## src/rtl/recip_div_arbiter.sv

```systemverilog
// Round-robin front end sharing one reciprocal divider among NUM_REQ requesters.
// A tag FIFO records requester indices in issue order to route results back.
module recip_div_arbiter #(
    parameter int NUM_REQ = 3,
    parameter int DATA_W  = 32,
    parameter int MAX_OUT = 8
) (
    input  logic                        clk,
    input  logic                        rstn,
    input  logic [NUM_REQ*DATA_W-1:0]   req_s_data,
    input  logic [NUM_REQ-1:0]          req_s_valid,
    output logic [NUM_REQ-1:0]          req_s_ready,
    output logic [DATA_W-1:0]           resp_m_data,
    output logic [NUM_REQ-1:0]          resp_m_valid,
    input  logic [NUM_REQ-1:0]          resp_m_ready,
    output logic [DATA_W-1:0]           div_m_data,
    output logic                        div_m_valid,
    input  logic                        div_m_ready,
    input  logic [DATA_W-1:0]           div_s_data,
    input  logic                        div_s_valid,
    output logic                        div_s_ready,
    output logic [$clog2(MAX_OUT):0]    outstanding,
    output logic                        orphan_err
);

    localparam int RW = $clog2(NUM_REQ);
    localparam int PW = $clog2(MAX_OUT);
    localparam int CW = PW + 1;
    localparam logic [CW-1:0] FULL_CNT = CW'(MAX_OUT);
    localparam logic [RW:0]   NREQ_W   = (RW+1)'(NUM_REQ);
    localparam logic [RW-1:0] LAST_REQ = RW'(NUM_REQ - 1);

    logic [RW-1:0] rr_ptr_q, rr_ptr_d;
    logic [PW-1:0] wr_ptr_q, wr_ptr_d;
    logic [PW-1:0] rd_ptr_q, rd_ptr_d;
    logic [CW-1:0] count_q, count_d;
    logic          orphan_q, orphan_d;
    logic [RW-1:0] tag_q [MAX_OUT];

    logic [DATA_W-1:0] req_data [NUM_REQ];
    logic              grant_found;
    logic [RW-1:0]     grant_idx;
    logic              fifo_full, fifo_empty;
    logic              issue_en, grant_vld;
    logic [RW-1:0]     head;
    logic              push, pop;

    for (genvar g = 0; g < NUM_REQ; g++) begin : g_unpack
        assign req_data[g] = req_s_data[g*DATA_W +: DATA_W];
    end

    assign fifo_full  = (count_q == FULL_CNT);
    assign fifo_empty = (count_q == '0);

    // Search starts at rr_ptr and wraps; the sum is one bit wider so the wrap
    // works for non-power-of-two requester counts.
    always_comb begin
        logic [RW:0] sum;
        grant_found = 1'b0;
        grant_idx   = '0;
        sum         = '0;
        for (int unsigned k = 0; k < NUM_REQ; k++) begin
            sum = {1'b0, rr_ptr_q} + (RW+1)'(k);
            if (sum >= NREQ_W) begin
                sum = sum - NREQ_W;
            end
            if (!grant_found && req_s_valid[sum[RW-1:0]]) begin
                grant_found = 1'b1;
                grant_idx   = sum[RW-1:0];
            end
        end
    end

    // A full FIFO blocks issue regardless of a same-cycle pop.
    assign issue_en    = rstn && div_m_ready && !fifo_full;
    assign grant_vld   = issue_en && grant_found;
    assign req_s_ready = grant_vld ? (NUM_REQ'(1) << grant_idx) : '0;
    assign div_m_valid = grant_vld;
    assign div_m_data  = req_data[grant_idx];
    assign push        = grant_vld;

    assign head         = tag_q[rd_ptr_q];
    assign resp_m_data  = div_s_data;
    assign resp_m_valid = (!fifo_empty && div_s_valid) ? (NUM_REQ'(1) << head) : '0;
    assign div_s_ready  = fifo_empty ? 1'b1 : resp_m_ready[head];
    assign pop          = !fifo_empty && div_s_valid && div_s_ready;

    assign outstanding = count_q;
    assign orphan_err  = orphan_q;

    always_comb begin
        rr_ptr_d = rr_ptr_q;
        if (grant_vld) begin
            rr_ptr_d = (grant_idx == LAST_REQ) ? '0 : grant_idx + 1'b1;
        end

        wr_ptr_d = push ? wr_ptr_q + 1'b1 : wr_ptr_q;
        rd_ptr_d = pop  ? rd_ptr_q + 1'b1 : rd_ptr_q;

        count_d = count_q;
        case ({push, pop})
            2'b10:   count_d = count_q + 1'b1;
            2'b01:   count_d = count_q - 1'b1;
            default: count_d = count_q;
        endcase

        orphan_d = orphan_q | (fifo_empty && div_s_valid);
    end

    always_ff @(posedge clk or negedge rstn) begin
        if (!rstn) begin
            rr_ptr_q <= '0;
            wr_ptr_q <= '0;
            rd_ptr_q <= '0;
            count_q  <= '0;
            orphan_q <= 1'b0;
        end else begin
            rr_ptr_q <= rr_ptr_d;
            wr_ptr_q <= wr_ptr_d;
            rd_ptr_q <= rd_ptr_d;
            count_q  <= count_d;
            orphan_q <= orphan_d;
        end
    end

    // Tag storage needs no reset: entries are only read while count_q is non-zero.
    always_ff @(posedge clk) begin
        if (push) begin
            tag_q[wr_ptr_q] <= grant_idx;
        end
    end

endmodule

```

## config.mk

```make
export PLATFORM = sky130hd
export DESIGN_NAME = recip_div_arbiter
export DESIGN_NICKNAME = d
export VERILOG_FILES = /design/src/rtl/recip_div_arbiter.sv
export SDC_FILE = /design/constraint.sdc
export NUM_CORES = 1
export LEC_CHECK = 0
export ABC_AREA = 0
export BUFFER_PORTS_ARGS = -buffer_cell sky130_fd_sc_hd__buf_4
export CAP_MARGIN = 20
export CORE_MARGIN = 2
export CORE_UTILIZATION = 40
export CTS_CLUSTER_SIZE = 10
export DETAILED_ROUTE_END_ITERATION = 12
export GPL_TIMING_DRIVEN = 0
export PLACE_DENSITY_LB_ADDON = 0.12
export SETUP_SLACK_MARGIN = 0.3
export SYNTH_ARGS = -nofsm -noshare
export SYNTH_HDL_FRONTEND = slang
export SYNTH_SLANG_ARGS = --single-unit
```

## constraint.sdc

```tcl
create_clock -name clk -period 3.6 [get_ports clk]
set_clock_uncertainty 0.2 [all_clocks]
set_input_delay 0.54 -clock clk [delete_from_list [all_inputs] [get_ports clk]]
set_output_delay 0.54 -clock clk [all_outputs]
set_load 0.01 [all_outputs]
```

==> results of run 1 <==
[worst paths after layout]
path	startpoint	slack, ns	to
max	rr_ptr_q[0]$_DFFE_PN0P_	0.28	div_m_data[16]
min	wr_ptr_q[2]$_DFFE_PN0P_	0.28	wr_ptr_q[2]$_DFFE_PN0P_
max reg2reg	rr_ptr_q[0]$_DFFE_PN0P_	0.37	outstanding[3]$_DFFE_PN0P_
min reg2reg	wr_ptr_q[2]$_DFFE_PN0P_	0.28	wr_ptr_q[2]$_DFFE_PN0P_
max in group asynchronous	rstn	2.57	wr_ptr_q[0]$_DFFE_PN0P_
min in group asynchronous	rstn	0.45	rd_ptr_q[2]$_DFFE_PN0P_
[per-layer routing]
metal | vias up | GRT usage
met2 | 131 | 0.4311
met4 | 0 | 0.06926
met1 | 1360 | 0.2831
met3 | 12 | 0.04716
met5 | - | 0
li1 | 1410 | -
[layout by cell type (no fill, tap or decap), drive strengths merged, types with 2 or more instances in the layout]
cell type	count
o22ai	2
bufinv	2
mux2i	7
ha	8
or2b	2
inv	15
nor2	10
mux2	9
nand3b	2
nand2b	4
nor3	9
o41a	2
dfrtp	13
xor2	3
a21o	2
a21oi	4
buf	243
edfxtp	16
xnor2	3
a31oi	2
mux4	2
and2	34
and3	2
nand3	2
o21bai	2
nor3b	5
a221o	32
nand2	13
a211oi	2
clkbuf	9
o21ai	7
[cells by family (layout without fill, tap and decap cells)]
kind of cell    Yosys count  count (layout)  share of synthesized area
simple gates             86              86                     0.1788
compound gates           65              65                     0.2219
xor+xnor                  6               6                    0.01967
fa+ha+maj                 9               9                    0.04495
buf+inv                  65             271                     0.1507
mux                      18              18                    0.08240
flops                    29              29                     0.3015
[synthesized netlist by cell type, types with 2 or more instances]
cell and n:
xnor2_1 3, mux4_2 2, a221o_1 32, nand2b_1 4
a21oi_1 4, nand2_1 13, o21ai_0 6, clkbuf_1 4
ha_1 8, buf_2 7, inv_1 15, dfrtp_1 13
nor3b_1 5, buf_6 2, a21o_1 2, nor3_1 9
nor2_1 10, edfxtp_1 16, xor2_1 3, buf_4 36
mux2i_1 7, mux2_2 7, o21bai_1 2, a31oi_1 2
and2_1 33, nand3_1 2, or2b_1 2, and3_1 2
nand3b_1 2
[flip-flops by register name, indices dropped and copies added, names as in the netlist]
name         count
wr_ptr_q         3
tag_q           16
rr_ptr_q         2
orphan_err       1
outstanding      4
rd_ptr_q         3
[power groups by stage]
| stage | Sequential [mW] | Clock (mW) | Combinational [mW] |
|---|---|---|---|
| CTS | 0.554 | 0.407 | 2.56 |
| finish | 0.553 | 0.404 | 2.80 |
| floorplan | 0.554 | 0 | 1.42 |
| global route | 0.566 | 0.419 | 3.02 |
| detailed placement | 0.563 | 0 | 2.26 |
| global placement | 0.558 | 0 | 2.22 |
[stage by stage]
| step | instance area, um2 | power [mW] | util |
|---|---|---|---|
| 3_5_place_dp | 4135 | 2.827 | 0.6439 |
| 3_3_place_gp | 4135 | 2.778 | 0.6439 |
| 2_1_floorplan | 2673 | 1.972 | - |
| 4_1_cts | 4462 | 3.521 | 0.6947 |
| 5_1_grt | 4622 | 4.001 | 0.7197 |
| 6_report | 4622 | 3.761 | 0.7197 |
[worst register-to-register path: stages, from the launching register on]
cell,delay [ns]
dfrtp_1,0.38
buf_4,0.15
buf_4,0.13
ha_2,0.19
mux2i_1,0.17
o21ai_2,0.09
buf_4,0.13
o31a_1,0.32
buf_4,0.19
inv_1,0.10
ha_2,0.19
ha_1,0.22
a21o_1,0.18
a21oi_2,0.14
xnor2_1,0.13
nor2_1,0.07
xor2_1,0.13
[what timing repair did]
| action | CTS | global route |
|---|---|---|
| gates cloned | 1 | 1 |
| pin swaps | 8 | 13 |
| resized for setup | 29 | 38 |
| setup endpoints to repair | 36 | 37 |
| hold endpoints to repair | 13 | 0 |
| setup buffers | 11 | 2 |
| hold buffers | 1 | 0 |
[area by class of cell]
type	instances	share of cell area
Inverter	15	0.01218
Clock inverter	3	0.01408
Tap cell	77	0.02084
Multi-Input combinational cell	184	0.3292
Buffer	50	0.08500
Clock buffer	5	0.01489
Sequential cell	29	0.1743
Timing Repair Buffer	198	0.3495
==> results.toml, run 1 <==
[floorplanning]
die_w_um = 85.74
initial_utilization = 0.4161
fp.dieArea_um2 = 7351
coreArea_um2 = 6422
die_height_um = 85.74
ios = 215
num_rows = 29

[routing]
ant_nets = 0
vias = 2913
drt_iter0_drc = 229
via_per_inst = 5.193
wire_per_inst_um = 16.60
met3WireLength_um = 692
wl_um = 9312
drc = 8
top_layer = "met4"
dr_wl_met2_um = 4999
drt_first_pass_iters = 9
wl_met1_um = 3465

[cells_and_area]
syn2layout_area_growth_pct = 72.94
multiInputGateArea_um2 = 1521
diodes = 0
fillers = 520
final_nets = 630
stdcell_count = 561
drive_above_1_share = 0.5847
seq_area_um2 = 805.8

[place]
gp_congestion = 0.8231
place.detailed.hpwl_um = 7167
dp_cells = 537
io_buffer_count = 182
pre_cts_slack_ns = 0.1774

[sta]
maxSlewHeadroom = 0.4129
fin_crit_sh = 0.9221
setup_violations = 0
max_freq_ghz = 0.3012
whs_ns = 0.2833
fin_crit_ns = 3.320
final-max-slew-violation-count = 0
rsz0062_at_grt = "yes"
setup_tns_ns = 0
worst_slack_ns = 0.2803
tightest_slew_ns = 0.8711
final_hold_viol_count = 0

[power_and_ir_drop]
p_comb_frac = 0.746
p_leak_nw = 2.267
pwr-share-clk = 0.107
switching_share = 0.3909
peakVddDrop_v = 0.0005129
internal_power_mw = 2.290
power_density_nw_per_um2 = 813.6
seq_power_share = 0.147
p_switching_mw = 1.470

[flow_run]
cap_violations = 0

[setup_path]
cp_max_fo = 8
cpPeakStageDelay_ns = 0.35
path_cells = "inv_1 > ha_1 > buf_6 > nor2b_1 > a2bb2oi_1 > o221a_2 > a211oi_4 > buf_6 > buf_4 > a221o_1 > buf_6"
crit_cells = 11
cp.required_ns = 2.86
slowest_stage = "dfrtp_1"
critPathKind = "reg2out"
worstSetupStartpointType = "flip-flop"
critPathTopFamily = "compound AO/OA/AOI/OAI gates"
crit_top_cell = "buf_6"
arrival_ns = 2.58
crit_path_end_kind = "output pin"
rr_worst_depth = 16
path_buf_inv = 5

[yosys]
synthTopCellsByArea = "edfxtp_1 18%, dfrtp_1 12%, a221o_1 12%"
ys_seq_elements = 29
synthDominantCellAreaShare = 0.1798
synth_area_leader_cell = "edfxtp_1"
syn-cell-area_um2 = 2673
syn-instance-count = 278
async_flop_share = 0.4483
synth.yosys.seq_area_share = 0.3015
synth_edf_count = 16
syn_nets = 425
synth_cell_type_count = 54
syn_area_per_cell_um2 = 9.614
ys.warnings.count = 0
ys.flop_type = "edfxtp_1"

[global_routing]
antenna_found_initial = 0
grt_pass1_wl_um = 13920
gr-usage-all-layers = 0.2374
grt_start_max_net_pins = 18
grt-ovfl-total = 0
grt_pass1_vias = 2910

[clock_network]
root_buffer = "clkbuf_8"
clk_path_buf_depth = 2
insertion_delay_ns = 0.28
numCtsBuffers = 5
path_clk_slew_ns = 0.06
cts_sinks = 29
cts_tree = "done"
htreeDepth = 2

[status]
violations = "DRC"
status = "finished, violations left"

[hold_path]
holdPathStages = 1
hold_class = "reg2reg"
(Power assumes the default switching activity.)
==> inputs of run 2 (changes only) <==
CORE_MARGIN = 5   (was 2)
==> run 2 against run 1 <==
The flow now finishes without violations; via count increased by 2.3%; critical path depth unchanged; sequential share of layout area decreased by 0.19 points; register-to-register slack improved by 0.05 ns; flip-flop and latch count unchanged; sequential power increased by 3%; worst setup slack improved by 0.030 ns; fmax increased by 0.92%; count of clock-buffer cells in the layout increased by 1; combinational power increased by 5%; global-route usage decreased by 2.0 points; critical path type unchanged.
==> results.toml, run 2 (same netlist as run 1, synthesis figures left out) <==
[hold_path]
hold_class = "reg2reg"
hp-start = "orphan_err$_DFF_PN0_"
min_to = "orphan_err$_DFF_PN0_"
holdPathStages = 1

[sta]
rsz0062_at_grt = "yes"
whs_ns = 0.2807
setup_violations = 0
fin_crit_sh = 0.9138
max_freq_ghz = 0.3040
worst_slack_ns = 0.3104
maxSlewHeadroom = 0.3984
final-max-slew-violation-count = 0
tightest_slew_ns = 0.8926
setup_tns_ns = 0
fin_crit_ns = 3.290
final_hold_viol_count = 0

[setup_path]
path_cells = "inv_2 > ha_4 > buf_6 > nor2b_2 > a2bb2oi_2 > o221a_4 > a211oi_4 > buf_6 > clkbuf_16 > a221o_1 > buf_6"
rr_worst_depth = 16
crit_path_end_kind = "output pin"
cpPeakStageDelay_ns = 0.42
path_buf_inv = 5
slowest_stage = "dfrtp_2"
rrSetupSlack_ns = 0.42
critPathKind = "reg2out"
cp_max_fo = 7
reg2reg_from = "rr_ptr_q[0]$_DFFE_PN0P_"
r2r_end = "outstanding[3]$_DFFE_PN0P_"
critPathTopFamily = "compound AO/OA/AOI/OAI gates"
crit_top_cell = "buf_6"
cp.required_ns = 2.86
arrival_ns = 2.55
worstSetupStartpointType = "flip-flop"

[floorplanning]
die_height_um = 91.74
num_rows = 29
initial_utilization = 0.4161
coreArea_um2 = 6422
ios = 215
fp.dieArea_um2 = 8416
die_w_um = 91.74

[cells_and_area]
stdcell_count = 567
drive_above_1_share = 0.6000
layout_commonest_cell = "buf_4"
multiInputGateArea_um2 = 1593
syn2layout_area_growth_pct = 75.09
stdcell_area_um2 = 4679
mostFrequentLayoutCells = "213 x buf_4, 33 x and2_1, 32 x a221o_1"
diodes = 0
final_nets = 636
seq_area_um2 = 807.0
largest_register_ffs = 16
fin_util = 0.7286
fillers = 495
top_register = "tag_q"

[global_routing]
grt_pass1_wl_um = 14810
antenna_found_initial = 0
gr-usage-all-layers = 0.2174
grt_start_max_net_pins = 18
grt-ovfl-total = 0
grt_pass1_vias = 3031

[routing]
drc = 0
wl_um = 10010
drt_iter0_drc = 135
wire_per_inst_um = 17.65
drt_first_pass_iters = 4
ant_nets = 0
vias = 2981
via_per_inst = 5.257

[place]
dp_cells = 537
io_buffer_count = 182
gp_congestion = 0.8523
pre_cts_slack_ns = 0.1709
place.detailed.hpwl_um = 7832
dpl_cell_area_um2 = 4135

[clock_network]
htreeDepth = 2
cts_sinks = 29
insertion_delay_ns = 0.28
root_buffer = "clkbuf_8"
path_clk_slew_ns = 0.06
clk_path_buf_depth = 2
cts_tree = "done"
numCtsBuffers = 5

[power_and_ir_drop]
seq_power_share = 0.151
peakVddDrop_v = 0.0005013
totalPowerFinal_mw = 3.754
power_density_nw_per_um2 = 802.1
internal_power_mw = 2.238
p_switching_mw = 1.516
p_comb_frac = 0.781
pwr-share-clk = 0.067
switching_share = 0.4038
p_leak_nw = 2.277

[flow_run]
cap_violations = 0

[status]
status = "completed"
-- run 2: repair_timing --
item / 4_1_cts / 5_1_grt
endpoints found under the hold margin: 13 / 0
pin swaps: 7 / 15
hold buffers: 1 / 0
gates cloned: 2 / 1
resized for setup: 29 / 46
setup buffers: 7 / 11
endpoints found under the setup margin: 33 / 35
-- run 2: worst max-delay path by stage --
stage / cells after the start / slack [ns] / from / end
4_1_cts: 13 / 0.30 / rd_ptr_q[1]$_DFFE_PN0P_ / outstanding[3]$_DFFE_PN0P_
6_report: 11 / 0.31 / rr_ptr_q[0]$_DFFE_PN0P_ / div_m_data[26]
5_1_grt: 11 / 0.22 / rr_ptr_q[0]$_DFFE_PN0P_ / div_m_data[26]
3_3_place_gp: 13 / 0.20 / rd_ptr_q[0]$_DFFE_PN0P_ / outstanding[3]$_DFFE_PN0P_
3_5_place_dp: 13 / 0.17 / rd_ptr_q[0]$_DFFE_PN0P_ / outstanding[3]$_DFFE_PN0P_
2_1_floorplan: 13 / 0.52 / rd_ptr_q[1]$_DFFE_PN0P_ / outstanding[3]$_DFFE_PN0P_
-- run 2: metal layers --
layer  track usage  wire (um)  vias up  share of wire
met5             0          0        -              0
met4       0.05198        115        0          0.011
met3       0.08756        968        9          0.097
met2        0.4194       5623      130           0.56
met1        0.2160       3301     1419           0.33
li1              -          -     1423              -
-- run 2: power groups by stage --
| stage | Sequential (mW) | Combinational (mW) | Clock (mW) |
|---|---|---|---|
| 6_report | 0.569 | 2.93 | 0.252 |
| 4_1_cts | 0.554 | 2.54 | 0.258 |
| 5_1_grt | 0.582 | 3.16 | 0.275 |
| 3_3_place_gp | 0.556 | 2.25 | 0 |
| 3_5_place_dp | 0.563 | 2.29 | 0 |
| 2_1_floorplan | 0.554 | 1.42 | 0 |
-- run 2: layout make-up --
class,count,area share
Sequential cell,29,0.1725
Timing Repair Buffer,203,0.3468
Clock inverter,2,0.002139
Multi-Input combinational cell,185,0.3404
Inverter,15,0.01203
Tap cell,77,0.02059
Clock buffer,6,0.01551
Buffer,50,0.09011
==> inputs of run 3 (changes only) <==
CORE_UTILIZATION = 41   (was 40)
CTS_BUF_LIST = sky130_fd_sc_hd__clkbuf_8   (was default)
CTS_CLUSTER_SIZE = default   (was 10)
==> run 3 against run 2 <==
Combinational power down 8.5%; die area fell by 2.2%; flip-flop and latch count did not move; fmax rose by 1.9%.
==> results.toml, run 3 (same netlist as run 1, synthesis figures left out) <==
[place]
gp_congestion = 0.8354
place.detailed.hpwl_um = 7820
dp_cells = 537
pre_cts_slack_ns = 0.2287
io_buffer_count = 182
dpl_cell_area_um2 = 4135

[floorplanning]
initial_utilization = 0.4209
fp.dieArea_um2 = 8233
coreArea_um2 = 6350
ios = 215
num_rows = 29
die_w_um = 90.74
die_height_um = 90.74

[routing]
wl_um = 9646
ant_nets = 0
drc = 0
vias = 2947
via_per_inst = 5.253
wire_per_inst_um = 17.19
drt_iter0_drc = 130
drt_first_pass_iters = 4

[sta]
worst_slack_ns = 0.3706
fin_crit_ns = 3.229
final_hold_viol_count = 0
maxSlewHeadroom = 0.4543
tightest_slew_ns = 0.8097
setup_tns_ns = 0
max_freq_ghz = 0.3097
final-max-slew-violation-count = 0
rsz0062_at_grt = "no"
fin_crit_sh = 0.8970
whs_ns = 0.2925
setup_violations = 0

[clock_network]
cts_sinks = 29
htreeDepth = 2
numCtsBuffers = 5
root_buffer = "clkbuf_8"
clk_path_buf_depth = 2
path_clk_slew_ns = 0.07
insertion_delay_ns = 0.28
cts_tree = "done"

[hold_path]
hold_class = "reg2reg"

[setup_path]
cp.required_ns = 2.86
worstSetupStartpointType = "flip-flop"
cpPeakStageDelay_ns = 0.43
critPathKind = "reg2out"
cp_max_fo = 7
path_buf_inv = 4
arrival_ns = 2.49
crit_path_end_kind = "output pin"
critPathTopFamily = "compound AO/OA/AOI/OAI gates"
slowest_stage = "dfrtp_1"
path_cells = "ha_4 > buf_6 > nor3b_2 > o21ai_1 > a211oi_2 > a211oi_4 > buf_6 > buf_6 > a221o_1 > buf_4"
crit_top_cell = "buf_6"

[power_and_ir_drop]
p_leak_nw = 2.233
totalPowerFinal_mw = 3.566
peakVddDrop_v = 0.0004796
power_density_nw_per_um2 = 779.7

[global_routing]
grt_start_max_net_pins = 18
gr-usage-all-layers = 0.2198
antenna_found_initial = 0
grt_pass1_wl_um = 14780
grt-ovfl-total = 0
grt_pass1_vias = 3016

[cells_and_area]
largest_register_ffs = 16
stdcell_area_um2 = 4573
top_register = "tag_q"
diodes = 0
drive_above_1_share = 0.5950
mostFrequentLayoutCells = "229 x buf_4, 33 x and2_1, 32 x a221o_1"
fin_util = 0.7202
stdcell_count = 561
fillers = 506
final_nets = 630
layout_commonest_cell = "buf_4"
syn2layout_area_growth_pct = 71.11

[status]
status = "completed"

[flow_run]
cap_violations = 0
==> run 3: changes by cell type in the layout (fill, tap and decap cells not counted), sizes merged <==
cell / change
inv: +1
o221a: -1
bufinv: +1
clkbuf: -2
buf: -4
clkinv: -1
==> run 3: final cells by class <==
class	count	area [um2]	share of cell area
buffer	50	412.9	0.09029
clock buffer	5	68.82	0.01505
clock inverter	3	37.54	0.008208
inverter	15	56.30	0.01231
multi-input combinational	184	1592	0.3480
sequential	29	805.8	0.1762
tap	77	96.34	0.02107
timing repair buffer	198	1504	0.3289
==> run 3: power by group <==
group	switching [mW]	internal [mW]	total [mW]
clock	0.123	0.201	0.324
combinational	1.22	1.45	2.68
sequential	0.0954	0.468	0.563
total	1.44	2.12	3.57
==> run 3: metal layers <==
metal  wire [um]  GRT usage  up-vias
li1            -          -     1402
met3        1030    0.09500       22
met5           0          0        -
met1        3114     0.2061     1380
met4         348     0.1079        0
met2        5152     0.4019      143
==> run 3: what timing repair did <==
action	4_1_cts	5_1_grt
pin swaps	4	14
endpoints found under the hold margin	13	0
setup buffers	8	6
hold buffers	1	0
gates cloned	1	0
endpoints found under the setup margin	33	36
resized for setup	27	28
==> run 3: worst paths after layout <==
kind                                              endpoint  cells past startpoint               startpoint  slack, ns
worst max-delay path                         div_m_data[3]                     10  rr_ptr_q[1]$_DFFE_PN0P_       0.37
worst min-delay path               wr_ptr_q[2]$_DFFE_PN0P_                      1  wr_ptr_q[2]$_DFFE_PN0P_       0.29
worst max register to register  outstanding[3]$_DFFE_PN0P_                     13  rd_ptr_q[1]$_DFFE_PN0P_       0.47
worst min register to register     wr_ptr_q[2]$_DFFE_PN0P_                      1  wr_ptr_q[2]$_DFFE_PN0P_       0.29
max in group asynchronous          rr_ptr_q[1]$_DFFE_PN0P_                      2                     rstn       2.60
min in group asynchronous          rr_ptr_q[0]$_DFFE_PN0P_                      2                     rstn       0.46
